$ cat src/rtl/csa_pkg.sv
// Shared definitions for the byte-serial wide-add family.
package csa_pkg;

  // Operation sequencing states of the serial adder.
  typedef enum logic [1:0] {
    IDLE = 2'd0,
    RUN  = 2'd1,
    DONE = 2'd2
  } state_t;

  // Width of one adder slice; matches the 8-bit carry-skip adder.
  localparam int SLICE_W = 8;

  // Two's-complement overflow: operands share a sign and the sum sign differs.
  function automatic logic signed_ovf(input logic a_msb, input logic b_msb, input logic s_msb);
    return (a_msb == b_msb) && (s_msb != a_msb);
  endfunction

endpackage

$ cat src/rtl/csa_serial_adder_cskip.sv
// 8-bit carry-skip adder: two 4-bit ripple blocks with a skip path that
// forwards the block carry-in when every bit of the block propagates.
module top (
  input  logic [7:0] a,
  input  logic [7:0] b,
  input  logic       cin,
  output logic [7:0] sum,
  output logic       cout
);

  // Ripple inside each block, bypass the block when it fully propagates.
  always_comb begin
    logic [7:0] p;
    logic [7:0] g;
    logic       c;
    logic       blk_cin;
    sum     = '0;
    cout    = 1'b0;
    p       = a ^ b;
    g       = a & b;
    c       = cin;
    blk_cin = cin;
    for (int unsigned i = 0; i < 8; i++) begin
      sum[i] = p[i] ^ c;
      c      = g[i] | (p[i] & c);
      if ((i % 4) == 3) begin
        c       = (&p[i -: 4]) ? blk_cin : c;
        blk_cin = c;
      end
    end
    cout = c;
  end

endmodule

$ cat src/rtl/csa_serial_adder.sv
// Byte-serial wide adder: walks the operand pair one byte per cycle through
// a single 8-bit carry-skip adder, carrying between slices in a register.
module csa_serial_adder
  import csa_pkg::*;
#(
  parameter int WIDTH = 32
) (
  input  logic             clk,
  input  logic             rst_n,
  input  logic             in_valid,
  output logic             in_ready,
  input  logic [WIDTH-1:0] in_a,
  input  logic [WIDTH-1:0] in_b,
  input  logic             in_cin,
  output logic             out_valid,
  input  logic             out_ready,
  output logic [WIDTH-1:0] out_sum,
  output logic             out_cout,
  output logic             out_ovf,
  output logic             busy
);

  localparam int NBYTES = WIDTH / SLICE_W;
  localparam int IDX_W  = (NBYTES > 1) ? $clog2(NBYTES) : 1;
  localparam logic [IDX_W-1:0] LAST_IDX = IDX_W'(NBYTES - 1);

  if ((WIDTH % SLICE_W) != 0 || WIDTH < 16) begin : g_bad_width
    $fatal(1, "csa_serial_adder: WIDTH must be a multiple of 8 and >= 16");
  end

  state_t             state_q;
  logic [WIDTH-1:0]   a_q;
  logic [WIDTH-1:0]   b_q;
  logic [WIDTH-1:0]   sum_q;
  logic               carry_q;
  logic [IDX_W-1:0]   idx_q;
  logic               in_ready_q;
  logic               out_valid_q;
  logic               busy_q;

  logic [SLICE_W-1:0] slice_a;
  logic [SLICE_W-1:0] slice_b;
  logic [SLICE_W-1:0] slice_sum;
  logic               slice_cout;

  // Select the current byte of each latched operand for the slice adder.
  always_comb begin
    slice_a = a_q[idx_q*SLICE_W +: SLICE_W];
    slice_b = b_q[idx_q*SLICE_W +: SLICE_W];
  end

  top u_cskip (
    .a    (slice_a),
    .b    (slice_b),
    .cin  (carry_q),
    .sum  (slice_sum),
    .cout (slice_cout)
  );

  // Handshake FSM plus slice datapath; all outputs are registered.
  always_ff @(posedge clk or negedge rst_n) begin
    if (!rst_n) begin
      state_q     <= IDLE;
      a_q         <= '0;
      b_q         <= '0;
      sum_q       <= '0;
      carry_q     <= 1'b0;
      idx_q       <= '0;
      in_ready_q  <= 1'b1;
      out_valid_q <= 1'b0;
      busy_q      <= 1'b0;
    end else begin
      case (state_q)
        IDLE: begin
          if (in_valid && in_ready_q) begin
            a_q        <= in_a;
            b_q        <= in_b;
            carry_q    <= in_cin;
            idx_q      <= '0;
            in_ready_q <= 1'b0;
            busy_q     <= 1'b1;
            state_q    <= RUN;
          end
        end
        RUN: begin
          sum_q[idx_q*SLICE_W +: SLICE_W] <= slice_sum;
          carry_q                         <= slice_cout;
          if (idx_q == LAST_IDX) begin
            out_valid_q <= 1'b1;
            state_q     <= DONE;
          end else begin
            idx_q <= idx_q + IDX_W'(1);
          end
        end
        DONE: begin
          if (out_ready) begin
            out_valid_q <= 1'b0;
            busy_q      <= 1'b0;
            in_ready_q  <= 1'b1;
            state_q     <= IDLE;
          end
        end
        default: begin
          state_q     <= IDLE;
          in_ready_q  <= 1'b1;
          out_valid_q <= 1'b0;
          busy_q      <= 1'b0;
        end
      endcase
    end
  end

  assign in_ready  = in_ready_q;
  assign out_valid = out_valid_q;
  assign busy      = busy_q;
  assign out_sum   = sum_q;
  assign out_cout  = carry_q;
  // Derived from registers that are frozen throughout DONE.
  assign out_ovf   = signed_ovf(a_q[WIDTH-1], b_q[WIDTH-1], sum_q[WIDTH-1]);

endmodule

$ cat config.mk
export PLATFORM = sky130hd
export DESIGN_NAME = csa_serial_adder
export DESIGN_NICKNAME = d
export VERILOG_FILES = /design/src/rtl/csa_pkg.sv /design/src/rtl/csa_serial_adder_cskip.sv /design/src/rtl/csa_serial_adder.sv
export SDC_FILE = /design/constraint.sdc
export NUM_CORES = 1
export LEC_CHECK = 0
export ABC_CLOCK_PERIOD_IN_PS = 4700
export CAP_MARGIN = 20
export CORE_MARGIN = 8
export CORE_UTILIZATION = 33
export DETAILED_ROUTE_END_ITERATION = 7
export MAX_ROUTING_LAYER = met4
export PLACE_DENSITY = 0.69
export SLEW_MARGIN = 15
export SYNTH_ARGS = -nofsm -noshare
export SYNTH_HDL_FRONTEND = slang
export SYNTH_HIERARCHICAL = 1
export SYNTH_SLANG_ARGS = --single-unit
$ cat constraint.sdc
create_clock -name clk -period 4.7 [get_ports clk]
set_clock_uncertainty 0.05 [all_clocks]
set_input_delay 0.47 -clock clk [delete_from_list [all_inputs] [get_ports clk]]
set_output_delay 0.47 -clock clk [all_outputs]
set_load 0.01 [all_outputs]
==> impl_metrics.ini, run 1 <==
[global_routing]
grt_usage_pct = 12.8
grt_first_pass_wirelength_um = 18900
grt_max_degree = 63
grt_pass1_vias = 3457
antenna_found_initial = 0
overflow = 0

[floorplanning]
dieHeight_um = 138
core_area_um2 = 14500
fp-row-count = 44
fp.dieW_um = 138
start_util_pct = 33.8
die_area_um2 = 19000
design.portCount = 106

[drt]
top_layer_used = met4
routed_wl_um = 11600
vias = 3080
first_pass_iters = 4
drt.antenna.violating_nets = 0
route.detailed.drc = 0
wl_met1_um = 5430
vias_per_cell = 4.84
wl_per_cell_um = 18.2
route.met3.wl_um = 578
drtIter0Drc = 151
route.met2.wl_um = 5470

[clocking]
clock_sinks = 104
h-tree-depth = 3
clockBufferDepth = 2
numCtsBuffers = 9
clkTransAtPathRegs_ns = 0.07
cts_tree = built
clk_latency_ns = 0.35
root_buffer = clkbuf_16

[setup_path]
critPathLaunch = idx_q[0]
crit_family = adder cells
cp_num_buf_inv = 4
end_kind = flip-flop
slowest_stage = mux4_2
r2r_start = idx_q[0]
max_stage_delay_ns = 0.54
crit_chain = mux4_2, inv_2, fa_1, inv_1, fa_2, fa_2, fa_1, mux2_4, fa_2, fa_2, fa_1, inv_1, fa_1, inv_2, nand2_1, o21ai_1
worst-path-max-fanout = 4
start_kind = flip-flop
arrival_ns = 4.73
path_class = reg -> reg
required_ns = 4.91

[logic_synthesis]
synth_cell_types = 36
syn-cell-area_um2 = 4910
yosysWarnings = 6
synth_area_leaders = dfrtp_1, mux2_2, mux4_2
syn-instance-count = 338
synth_largest_area_cell = dfrtp_1
synth-seq-cells = 104
synth_nets = 429
synth_top_area_share_pct = 52.5
avgSynthCellArea_um2 = 14.5
yosysSeqAreaShare_pct = 53.0

[sta]
finalCritPeriodShare_pct = 96.2
rsz0062_at_grt = false
final-max-slew-violation-count = 0
setup_ws_ns = 0.177
finalSetupViolCount = 0
hold_violations = 0
period_minus_slack_ns = 4.52
max_freq_mhz = 221
worstMarginPinSlew_ns = 0.787
tns_ns = 0
slew_headroom_pct = 47.4

[job]
cap_violations = 0

[placed_design]
place_area_um2 = 6120
routabilityCongestion = 0.770
dp_cells = 619
dp_slack_ns = -0.00714
io_buffers = 105
place_hpwl_um = 8990

[outcome]
status = complete, no violations

[layout]
fin_nets = 539
num_antenna_cells = 0
utilization_pct = 44.3
area_growth_pct = 30.9
design_area_um2 = 6430
fill_cells = 1324
layout-drive-gt1-share_pct = 26.0
final_cells = 637

[power_and_ir_drop]
p_leak_nw = 2.83
vdd_ir_drop_max_mv = 0.268
power_density_nw_per_um2 = 687

[hold_path]
timing.hold.worst.class = in -> async
cell families after synthesis:
| kind of cell | count (synthesis) | share of synthesized area, % |
|---|---|---|
| compound gates | 43 | 6.06 |
| fa+ha+maj | 22 | 6.83 |
| buf+inv | 30 | 3.87 |
| flops | 104 | 53.0 |
| mux | 82 | 23.3 |
| simple gates | 57 | 6.93 |
final cells by class:
| class | instances | area (um2) | share of cell area, % |
|---|---|---|---|
| clock buffer | 10 | 239 | 3.72 |
| clock inverter | 6 | 50.0 | 0.778 |
| inverter | 13 | 48.8 | 0.759 |
| multi-input combinational | 204 | 2130 | 33.1 |
| sequential | 104 | 2610 | 40.5 |
| tap | 184 | 230 | 3.58 |
| timing repair buffer | 116 | 1130 | 17.6 |
synthesized netlist by cell type:
| cell type | instances |
|---|---|
| clkbuf_1 | 4 |
| nand2_1 | 37 |
| nand3b_1 | 3 |
| nor4bb_4 | 1 |
| ha_1 | 14 |
| buf_8 | 1 |
| nor2_1 | 5 |
| nand4_1 | 2 |
| fa_1 | 8 |
| o21a_1 | 1 |
| buf_12 | 2 |
| o21ai_0 | 18 |
| mux2_2 | 47 |
| buf_6 | 1 |
| nand2b_1 | 1 |
| a21oi_1 | 2 |
| a221o_1 | 1 |
| buf_2 | 3 |
| nand3b_4 | 1 |
| a21o_1 | 1 |
| dfrtp_1 | 103 |
| mux2_4 | 11 |
| inv_1 | 13 |
| buf_4 | 6 |
| nor4b_2 | 1 |
| o22a_1 | 1 |
| nor3b_1 | 2 |
| and2b_2 | 1 |
| and4bb_2 | 1 |
| mux2_1 | 8 |
| nor4b_4 | 1 |
| dfstp_2 | 1 |
| o31ai_1 | 2 |
| nor4_4 | 1 |
| mux4_2 | 16 |
| a22o_1 | 17 |
final timing paths:
path / cells past startpoint / to / slack (ns)
min reg2reg: 2 / out_sum[30] / 0.43
max reg2reg: 16 / out_sum[31] / 0.18
min in group clk: 2 / out_sum[30] / 0.43
max in group asynchronous: 2 / out_sum[29] / 3.40
max: 16 / out_sum[31] / 0.18
min: 1 / b_q[18] / 0.15
placed cells by master, fill, tap and decap left out, drive strengths merged, types with 2 or more instances in the layout:
cell	n
a21oi	2
fa	8
nor3b	2
clkdlybuf4s50	104
buf	12
nor2	5
nand2	37
a22o	17
nor4b	2
nand3b	4
ha	14
mux2	66
o21ai	18
mux4	16
clkinv	2
nand4	2
dfrtp	103
clkbuf	10
o31ai	2
inv	16
what timing repair did:
item                                    4_1_cts  5_1_grt
gates resized for setup                       1        5
endpoints found under the hold margin         0        0
hold buffers                                  0        0
setup buffers                                 1        1
endpoints found under the setup margin        2        5
per-layer routing:
layer / vias to the layer above / global-route usage [%]
met2: 98 / 19.7
met4: 0 / 3.78
li1: 1428 / -
met1: 1542 / 15.9
met5: - / -
met3: 12 / 3.84
worst register-to-register path, cell delays in order, from the launching register on:
cell and delay (ns):
dfrtp_2 0.41, mux4_2 0.54, inv_2 0.08, fa_1 0.17, inv_1 0.05, fa_2 0.35, fa_2 0.35, fa_1 0.36
mux2_4 0.28, fa_2 0.34, fa_2 0.35, fa_1 0.37, inv_1 0.08, fa_1 0.41, inv_2 0.09, nand2_1 0.05
o21ai_1 0.13
report_power, final:
| group | internal (mW) | leakage (nW) | switching [mW] | total (mW) |
|---|---|---|---|---|
| Clock | 0.381 | 0.141 | 0.337 | 0.718 |
| Sequential | 1.31 | 1.36 | 0.262 | 1.57 |
| Combinational | 1.13 | 1.33 | 1.00 | 2.13 |
| Total | 2.82 | 2.83 | 1.60 | 4.42 |
sequential cells by signal, summed over array words and instances, names as in the netlist:
| name | cells |
|---|---|
| a_q | 32 |
| b_q | 32 |
| busy | 1 |
| idx_q | 2 |
| in_ready | 1 |
| out_cout | 1 |
| out_sum | 32 |
| out_valid | 1 |
| state_q | 2 |
per-stage QoR:
| stage | power, mW | hold WS, ns |
|---|---|---|
| final | 4.42 | 0.147 |
| after global routing | 4.76 | 0.215 |
| after CTS | 4.45 | 0.183 |
| after detailed placement | 3.70 | 0.424 |
| after global placement | 3.62 | 0.413 |
| after floorplan | 2.89 | 0.124 |
No activity file was read; power rests on OpenSTA's default activity.
==> run 2: changes to the inputs <==
--- a/config.mk
+++ b/config.mk
@@ -12,6 +12,7 @@
 export DETAILED_ROUTE_END_ITERATION = 7
 export MAX_ROUTING_LAYER = met4
 export PLACE_DENSITY = 0.69
+export SETUP_SLACK_MARGIN = 0.2
 export SLEW_MARGIN = 15
 export SYNTH_ARGS = -nofsm -noshare
 export SYNTH_HDL_FRONTEND = slang
==> impl_metrics.ini, run 2 (synthesis results as in run 1) <==
[layout]
final_cell_mix = clkdlybuf4s50_1, dfrtp_1, mux2_2
multi_input_area_um2 = 2130
layout-drive-gt1-share_pct = 26.2
fin_nets = 537
seqCellArea_um2 = 2610
fill_cells = 1335
final_cells = 635
area_growth_pct = 31.4
mostFrequentLayoutCell = clkdlybuf4s50_1
num_antenna_cells = 0

[drt]
drt.antenna.violating_nets = 0
vias = 3066
first_pass_iters = 4
vias_per_cell = 4.83
route.detailed.drc = 0
routed_wl_um = 11800
wl_per_cell_um = 18.6
drtIter0Drc = 161

[power_and_ir_drop]
total_power_mw = 4.52
vdd_ir_drop_max_mv = 0.255
p_leak_nw = 2.83
power_density_nw_per_um2 = 700

[setup_path]
crit_chain = mux4_2, inv_2, fa_1, inv_1, fa_2, fa_2, fa_2, mux2_4, fa_2, fa_2, fa_2, inv_2, fa_1, inv_2, nand2_1, o21ai_1
reg2reg_to = out_sum[31]
required_ns = 4.92
max_stage_delay_ns = 0.55
end_kind = flip-flop
reg2reg_depth = 16
worst-path-max-fanout = 4
slowest_stage = mux4_2
r2r_start = idx_q[0]
crit_family = adder cells
critPathMostFrequentCell = fa_2
r2r_slack_ns = 0.22
path_class = reg -> reg
arrival_ns = 4.70
cp_num_buf_inv = 4
start_kind = flip-flop

[job]
cap_violations = 0

[sta]
slew_headroom_pct = 47.1
setup_ws_ns = 0.220
finalCritPeriodShare_pct = 95.3
worstMarginPinSlew_ns = 0.792
tns_ns = 0
final-max-slew-violation-count = 0
period_minus_slack_ns = 4.48
max_freq_mhz = 223
finalSetupViolCount = 0
hold_violations = 0
rsz0062_at_grt = true

[clocking]
ctsHoldBuffers = 0
root_buffer = clkbuf_16
numCtsBuffers = 9
h-tree-depth = 3
clk_latency_ns = 0.35
clockBufferDepth = 2
cts_tree = built
clock_sinks = 104
clkTransAtPathRegs_ns = 0.07

[floorplanning]
core_area_um2 = 14500
dieHeight_um = 138
fp.dieW_um = 138
design.portCount = 106
start_util_pct = 33.8
fp-row-count = 44
die_area_um2 = 19000

[global_routing]
overflow = 0
grt_first_pass_wirelength_um = 19500
grt_max_degree = 59
antenna_found_initial = 0
grt_usage_pct = 13.1
grt_pass1_vias = 3432

[outcome]
status = complete, no violations

[placed_design]
dp_slack_ns = 0.116
place_hpwl_um = 9060
dp_cells = 617
routabilityCongestion = 0.747
io_buffers = 105

[hold_path]
timing.hold.worst.class = in -> async
==> run 2: cell types whose count changed in the layout (fill, tap and decap cells not counted), moves of 2 or more <==
cell       delta
buf_4         -2
bufinv_16     +2
fa_1          -2
fa_2          +2
==> run 2: how the worst max path moves through the flow <==
stage,start,end,slack (ns),cells past startpoint
after floorplan,idx_q[0],out_sum[31],0.19,17
after global placement,idx_q[0],out_sum[31],0.21,16
after detailed placement,idx_q[0],out_sum[31],0.12,16
after CTS,idx_q[0],out_sum[31],0.20,16
after global routing,idx_q[0],out_sum[15],0.04,16
final,idx_q[0],out_sum[31],0.22,16
==> run 2: layer usage <==
layer,up-vias,routed length [um],track usage (%)
li1,1421,-,-
met1,1548,5580,17.3
met2,88,5570,19.6
met3,9,539,3.73
met4,0,97,2.57
met5,-,0,-
==> run 2: final cells by class <==
cell class	instances	area share (%)
clock buffer	11	3.76
clock inverter	5	1.22
inverter	13	0.756
multi-input combinational	204	33.0
sequential	104	40.4
tap	184	3.57
timing repair buffer	114	17.3
==> run 2: through the flow <==
step	hold WS, ns	utilization [%]	cell area (um2)
floorplan	0.124	-	4950
global route	0.114	44.4	6450
global placement	0.413	42.1	6120
finish	0.0648	44.4	6450
detailed placement	0.423	42.1	6120
CTS	0.0876	44.4	6450
==> run 2: power by group <==
group / leakage, nW / internal, mW / total, mW / switching [mW]
Sequential: 1.36 / 1.31 / 1.57 / 0.265
Clock: 0.160 / 0.482 / 0.813 / 0.331
Combinational: 1.31 / 1.13 / 2.13 / 1.00
Total: 2.83 / 2.92 / 4.52 / 1.60
==> run 2: timing repair <==
item | in CTS | in global routing
setup buffers | 2 | 0
resized for setup | 2 | 1
setup endpoints to repair | 5 | 5
==> run 3: changes to the inputs <==
--- a/config.mk
+++ b/config.mk
@@ -16,5 +16,4 @@
 export SLEW_MARGIN = 15
 export SYNTH_ARGS = -nofsm -noshare
 export SYNTH_HDL_FRONTEND = slang
-export SYNTH_HIERARCHICAL = 1
 export SYNTH_SLANG_ARGS = --single-unit
==> impl_metrics.ini, run 3 <==
[drt]
top_layer_used = met4
routed_wl_um = 11800
wl_met1_um = 5480
vias = 3080
drtIter0Drc = 157
drt.antenna.violating_nets = 0
route.detailed.drc = 0
first_pass_iters = 4
wl_per_cell_um = 18.3
route.met2.wl_um = 5800
vias_per_cell = 4.75
route.met3.wl_um = 476

[logic_synthesis]
synth-edff-count = 0
avgSynthCellArea_um2 = 14.3
ys_async_sr_fraction_pct = 100
synth_largest_area_cell = dfrtp_1
synth_cell_types = 34
syn-cell-area_um2 = 4960
syn-instance-count = 346
synth_area_leaders = dfrtp_1, mux2_4, mux4_2
ys.flop_type = dfrtp_1
synth_nets = 437
synth_common_cells = dfrtp_1, mux2_4, nand2_1, o21ai_0, mux2_2
synth_most_common_cell = dfrtp_1
yosysSeqAreaShare_pct = 52.5
yosysWarnings = 0
synth_top_area_share_pct = 52.0
synth-seq-cells = 104

[layout]
final_cell_mix = clkdlybuf4s50_1, dfrtp_1, nand2_1, mux2_4, o21ai_0
multi_input_area_um2 = 2160
num_antenna_cells = 0
seqCellArea_um2 = 2610
layout-drive-gt1-share_pct = 24.1
fin_nets = 547
fill_cells = 1345
area_growth_pct = 30.1
mostFrequentLayoutCell = clkdlybuf4s50_1

[sta]
period_minus_slack_ns = 4.32
tns_ns = 0
slew_headroom_pct = 27.4
finalCritPeriodShare_pct = 91.9
max_freq_mhz = 231
finalSetupViolCount = 0
whs_ns = 0.0768
rsz0062_at_grt = false
worstMarginPinSlew_ns = 1.09
final-max-slew-violation-count = 0
setup_ws_ns = 0.378
hold_violations = 0

[power_and_ir_drop]
vdd_ir_drop_max_mv = 0.304
p_leak_nw = 2.77
power_density_nw_per_um2 = 687

[floorplanning]
die_area_um2 = 19200
core_area_um2 = 14900
fp-row-count = 45
fp.dieW_um = 139
dieHeight_um = 139
start_util_pct = 33.2
design.portCount = 106

[placed_design]
io_buffers = 105
dp_slack_ns = 0.121
place_hpwl_um = 9130
routabilityCongestion = 0.823

[clocking]
cts_tree = built
root_buffer = clkbuf_16
h-tree-depth = 3
numCtsBuffers = 9
clk_latency_ns = 0.35
clkTransAtPathRegs_ns = 0.07
clockBufferDepth = 2
clock_sinks = 104

[global_routing]
grt_usage_pct = 12.8
antenna_found_initial = 0
grt_first_pass_wirelength_um = 19100
overflow = 0
grt_pass1_vias = 3506
grt_max_degree = 67

[setup_path]
start_kind = flip-flop
critPathLaunch = idx_q[0]
r2r_start = idx_q[0]
arrival_ns = 4.50
required_ns = 4.88
end_kind = flip-flop
path_class = reg -> reg
reg2reg_depth = 14
worst-path-max-fanout = 6

[hold_path]
timing.hold.worst.class = in -> async

[outcome]
status = complete, no violations

[job]
cap_violations = 0
[run 3: cells by family (layout without fill, tap and decap cells)]
group | Yosys count | after routing | share of synthesized area (%)
compound gates | 45 | 45 | 5.25
buf+inv | 29 | 143 | 4.26
mux | 80 | 80 | 24.7
flops | 104 | 104 | 52.5
simple gates | 66 | 66 | 6.58
fa+ha+maj | 22 | 22 | 6.76
[run 3: timing repair]
action / in CTS / in global routing
setup buffers: 0 / 1
hold buffers: 0 / 0
hold endpoints to repair: 0 / 0
cloned: 0 / 0
pin swaps: 1 / 1
resized for setup: 3 / 5
setup endpoints to repair: 4 / 4
[run 3: per-stage QoR]
stage / util, % / power (mW) / instance area, um2 / instances
final: 43.2 / 4.43 / 6450 / 648
after global routing: 43.2 / 4.78 / 6450 / 648
after CTS: 43.1 / 4.46 / 6430 / 647
after detailed placement: 41.1 / 3.69 / 6140 / 632
after global placement: 41.1 / 3.61 / 6140 / 632
after floorplan: - / 2.87 / 4960 / 346
[run 3: path summary, 6_finish.rpt]
path | slack [ns] | to
worst max-delay path | 0.38 | out_sum[7]
worst min-delay path | 0.08 | a_q[21]
worst max register to register | 0.38 | out_sum[7]
worst min register to register | 0.44 | out_sum[20]
max in group asynchronous | 3.31 | idx_q[0]
min in group clk | 0.44 | out_sum[20]
[run 3: critical path: stages (launching register included)]
cell and delay [ns]:
dfrtp_2 0.47, mux4_2 0.39, fa_1 0.17, inv_1 0.05
fa_2 0.33, fa_2 0.35, fa_1 0.37, nand2_1 0.09
o21ai_1 0.10, fa_2 0.35, fa_2 0.34, fa_1 0.37
inv_1 0.08, fa_2 0.46, a22o_1 0.22
[run 3: routing by layer]
layer	global-route usage, %	vias to the layer above
met5	-	-
met4	3.57	0
met3	3.63	4
met2	20.1	71
met1	16.0	1557
li1	-	1448
[run 3: report_power, final]
| part | switching (mW) | internal (mW) |
|---|---|---|
| Sequential | 0.263 | 1.28 |
| Combinational | 0.991 | 1.16 |
| Clock | 0.313 | 0.424 |
| Total | 1.57 | 2.87 |
[run 3: area by class of cell]
| cell class | instances | area share (%) |
|---|---|---|
| Clock buffer | 12 | 3.82 |
| Timing Repair Buffer | 112 | 17.1 |
| Multi-Input combinational cell | 213 | 33.4 |
| Sequential cell | 104 | 40.4 |
| Inverter | 16 | 0.931 |
| Tap cell | 188 | 3.65 |
| Clock inverter | 3 | 0.659 |
==> RTL change 1: new RTL, settings of run 3 <==
Set the parameter `WIDTH` to 16 (it was 32).
--- a/src/rtl/csa_serial_adder.sv
+++ b/src/rtl/csa_serial_adder.sv
@@ -3,7 +3,7 @@
 module csa_serial_adder
   import csa_pkg::*;
 #(
-  parameter int WIDTH = 32
+  parameter int WIDTH = 16
 ) (
   input  logic             clk,
   input  logic             rst_n,
Ports: changed (resized in_a, in_b and out_sum); port bits go from 106 to 58. No check against the original RTL was run, so the function may have changed too.
==> RTL change 1 against run 3 <==
Sequential cell count down 49. Critical path depth is the same. Total power is 49% lower. Count of clock-buffer cells in the layout shrank 7. Final area shrank 47%. Sequential power is 46% lower. Worst setup slack got worse by 0.053 ns. Area after synthesis decreased by 47%. Die area fell by 42%. Largest cell class unchanged. Highest routed layer unchanged. Wire length is 56% lower.
==> RTL change 1: results (changes against run 3) <==
| Metric | Value |
|---|---|
| Sequential area share after synthesis | `52.2% (-0.25 points)` |
| Iter 0 DRT Violations | `31 (-80%)` |
| Multi-input gate area | `1140 um^2 (-47%)` |
| FF/Latch Area | `1380 um^2 (-47%)` |
| Multi-input combinational area share | `33.7% (+0.26 points)` |
| Critical Path Fanout Max | `3 (-3)` |
| Vias in the first global route | `1,809 (-48%)` |
| GR Layer Usage met2 | `15.0% (-5.1 points)` |
| Grt met3 use | `3.35% (-0.28 points)` |
| Post_cts resized | `1 (-2)` |
| Commonest cells in the netlist | `dfrtp_1 (54), mux2_2 (38), nand2_1 (20), o21ai_0 (17), inv_1 (15)` |
| Inverters | `15 (-1)` |
| Clk root buf | `clkbuf_8` |
| Outcome | `completed` |
| Metal-1 WL | `2470 um (-55%)` |
| Top post-synthesis cells by area | `dfrtp_1 (51%), mux2_2 (16%), fa_1 (6.1%)` |
| CP max stage delay | `0.43 ns (-0.04 ns)` |
| CTS clk-pin slew, worst paths | `0.10 ns (+0.03 ns)` |
| GRT met1 Usage | `12.9% (-3.1 points)` |
| Peak supply drop | `0.211 mV (-31%)` |
| Maximum number of pins on one net before global-route repair | `56 (-16%)` |
| Slew at the pin closest to its max-slew limit | `0.685 ns (-0.404 ns)` |
| Multi-In Gates | `126 (-41%)` |
| Slowest-stage cell, CP | `dfrtp_1` |
| Net count after synthesis | `258 (-41%)` |
| Psw | `0.830 mW (-47%)` |
| Share of post-route cells with drive strength above 1 | `21.9% (-2.2 points)` |
| Sequential power | `0.826 mW (-46%)` |
| First-pass GRT wire length | `8940 um (-53%)` |
| Synth top area share | `51.2% (-0.72 points)` |
-- RTL change 1: changes by cell type after synthesis, moves of 6 or more --
cell | run 3 | this run
dfrtp_1 | 103 | 54
mux2_4 | 38 | 0
nand2_1 | 38 | 20
mux4_2 | 16 | 0
o21ai_0 | 30 | 17
mux2_2 | 26 | 38
mux2i_1 | 0 | 12
a22o_1 | 8 | 0
ha_1 | 14 | 8
-- RTL change 1: through the flow --
| stage | power (mW) | cells |
|---|---|---|
| 5_1_grt | 2.49 | 367 |
| 3_3_place_gp | 1.95 | 359 |
| 2_1_floorplan | 1.55 | 205 |
| 3_5_place_dp | 2.00 | 359 |
| 6_report | 2.26 | 367 |
| 4_1_cts | 2.28 | 367 |
-- RTL change 1: worst paths after layout --
| check | start | to | slack, ns | cells past startpoint |
|---|---|---|---|---|
| worst max register to register | idx_q$_DFFE_PN0P_ | out_sum[15]$_DFFE_PN0P_ | 0.33 | 14 |
| worst max-delay path | idx_q$_DFFE_PN0P_ | out_sum[15]$_DFFE_PN0P_ | 0.33 | 14 |
| min in group clk | out_sum[11]$_DFFE_PN0P_ | out_sum[11]$_DFFE_PN0P_ | 0.44 | 2 |
| max in group asynchronous | rst_n | b_q[6]$_DFFE_PN0P_ | 3.91 | 2 |
| worst min-delay path | rst_n | out_cout$_DFFE_PN0P_ | 0.23 | 2 |
| worst min register to register | out_sum[11]$_DFFE_PN0P_ | out_sum[11]$_DFFE_PN0P_ | 0.44 | 2 |
-- RTL change 1: cells by family (layout without fill, tap and decap cells) --
kind of cell	after synthesis	in the layout	synth area share [%]
flip-flops	55	55	52.2
multiplexers	52	52	21.6
AND/OR/NAND/NOR	35	35	6.64
buffers and inverters	24	84	4.93
AO/OA/AOI/OAI	23	23	4.70
adder cells (fa/ha/maj)	16	16	9.87
==> RTL change 2: new RTL, flow settings as in run 3 <==
Made on the original files. The 3 states of `state_t` get a one-hot encoding in 3 bits.
--- a/src/rtl/csa_pkg.sv
+++ b/src/rtl/csa_pkg.sv
@@ -2,10 +2,10 @@
 package csa_pkg;
 
   // Operation sequencing states of the serial adder.
-  typedef enum logic [1:0] {
-    IDLE = 2'd0,
-    RUN  = 2'd1,
-    DONE = 2'd2
+  typedef enum logic [2:0] {
+    IDLE = 3'b001,
+    RUN  = 3'b010,
+    DONE = 3'b100
   } state_t;
 
   // Width of one adder slice; matches the 8-bit carry-skip adder.
Function: same outputs for any inputs over 4 cycles, from zero or initial values and one cycle with rst_n low; so few cycles prove little.
==> RTL change 2 against run 3 <==
Sequential cell count rose by 1. Worst setup slack improved by 0.0014 ns. Wire length fell by 2.5%. Fmax barely moved. Total power fell by 1.9%. Critical path depth rose by 1. Final area fell by 0.16%. Area after synthesis fell by 0.25%. Sequential share of layout area rose by 0.47 points. Sequential power fell by 5%. Final cell count rose by 2.0%. Critical path type unchanged. Largest power group unchanged. Highest routed layer unchanged.
==> RTL change 2: results (changes against run 3) <==
| Metric | Value |
|---|---|
| Outcome | `completed` |
| Peak supply drop | `0.446 mV (+47%)` |
| Comb power frac | `50.6% (+2.0 points)` |
| Worst Path Arrival | `4.49 ns (about the same)` |
| Wire per inst | `17.5 um (-4.4%)` |
| Primary FF master, synth | `dfrtp_1` |
| Adder-cell share of the synthesized area | `6.78% (+0.017 points)` |
| Vias in the first global route | `3,653 (+4.2%)` |
| Clock power share | `15.7% (-0.9 points)` |
| Number of port buffers | `105 (unchanged)` |
| GPL Wtd Cong | `0.852 (+3.5%)` |
| Iter 0 DRT Violations | `135 (-14%)` |
| CTS buffer count | `9 (unchanged)` |
| Critical Path Fanout Max | `5 (-1)` |
| Cell family with most CP delay | `adder cells` |
| Post-CTS setup buffers | `1 (+1)` |
| Largest area contributor in the netlist | `dfrtp_1` |
| P&R area growth vs syn | `30.2% (about the same)` |
| Yosys cell types | `34 (unchanged)` |
| Detailed-route wire length | `11,500 um (-2.5%)` |
| Leak | `2.67 nW (-3.5%)` |
| Mux cell area share after synthesis | `22.1% (-2.6 points)` |
| Placed insts | `643 (+1.7%)` |
| Slowest-stage cell, CP | `dfrtp_2` |
| CP max stage delay | `0.45 ns (-0.02 ns)` |
| Slew at the pin closest to its max-slew limit | `0.827 ns (-0.261 ns)` |
| Pre-antenna DRT Iters | `4 (unchanged)` |
| Sequential area share after synthesis | `53.1% (+0.66 points)` |
| First-pass GRT wire length | `19,300 um (+0.68%)` |
| Post-detail-place hpwl | `9050 um (-0.86%)` |
| Fillers | `1,309 (-2.7%)` |
| Top post-synthesis cells by area | `dfrtp_1 (52%), mux2_1 (11%), mux4_2 (7.3%)` |
| Share of post-route cells with drive strength above 1 | `14.5% (-9.7 points)` |
| Net count after synthesis | `454 (+3.9%)` |
| Nets | `563 (+2.9%)` |
| Maximum number of pins on one net before global-route repair | `66 (-1.5%)` |
| Bufs on Longest Clock Path | `2 (unchanged)` |
| Post_cts resized | `1 (-2)` |
| Psw | `1.71 mW (+9.4%)` |
| Complex-gate fraction of the synthesized area | `6.88% (+1.6 points)` |
| Clk root buf | `clkbuf_16` |
| Via count | `3,257 (+5.7%)` |
| Commonest cells in the netlist | `dfrtp_1 (103), mux2_1 (50), nand2_1 (42), o31ai_1 (33), inv_1 (23)` |
| Initial antenna violation count | `0 (unchanged)` |
| Total track usage | `12.8% (about the same)` |
| Mean Syn Cell Area | `13.6 um^2 (-4.9%)` |
| HP Class | `in -> async` |
==> RTL change 2: layout make-up <==
type | count | area (um^2) | area share [%]
inverter | 23 | 86.3 | 1.34
multi-input combinational | 217 | 2090 | 32.5
clock inverter | 7 | 47.5 | 0.738
sequential | 105 | 2630 | 40.8
clock buffer | 9 | 225 | 3.50
tap | 184 | 230 | 3.57
timing repair buffer | 116 | 1130 | 17.6
==> RTL change 2: metrics by stage <==
stage | instance area, um^2 | hold WS, ns | total power, mW | util [%] | setup WS (ns)
floorplan | 4960 | 0.124 | 2.88 | - | 0.220
global placement | 6150 | 0.416 | 3.58 | 42.1 | 0.250
CTS | 6430 | 0.169 | 4.36 | 44.1 | 0.216
detailed placement | 6150 | 0.417 | 3.66 | 42.1 | 0.141
global route | 6440 | 0.192 | 4.66 | 44.2 | 0.221
finish | 6440 | 0.129 | 4.35 | 44.2 | 0.380
==> RTL change 2: metal layers <==
layer	part of all wire (%)	global-route usage, %	wire, um
met1	44	15.3	5100
met2	50	20.7	5720
met3	4.6	3.80	534
met4	1.6	3.66	186
met5	0	-	0
==> RTL change 2: final timing paths <==
kind | startpoint | end | slack [ns] | depth (start not counted)
max | idx_q[0]$_DFFE_PN0P_ | out_sum[15]$_DFFE_PN0P_ | 0.38 | 15
min | rst_n | out_sum[5]$_DFFE_PN0P_ | 0.13 | 1
max reg2reg | idx_q[0]$_DFFE_PN0P_ | out_sum[15]$_DFFE_PN0P_ | 0.38 | 15
min reg2reg | out_sum[11]$_DFFE_PN0P_ | out_sum[11]$_DFFE_PN0P_ | 0.43 | 2
max in group asynchronous | rst_n | out_sum[28]$_DFFE_PN0P_ | 3.37 | 2
min in group clk | out_sum[11]$_DFFE_PN0P_ | out_sum[11]$_DFFE_PN0P_ | 0.43 | 2
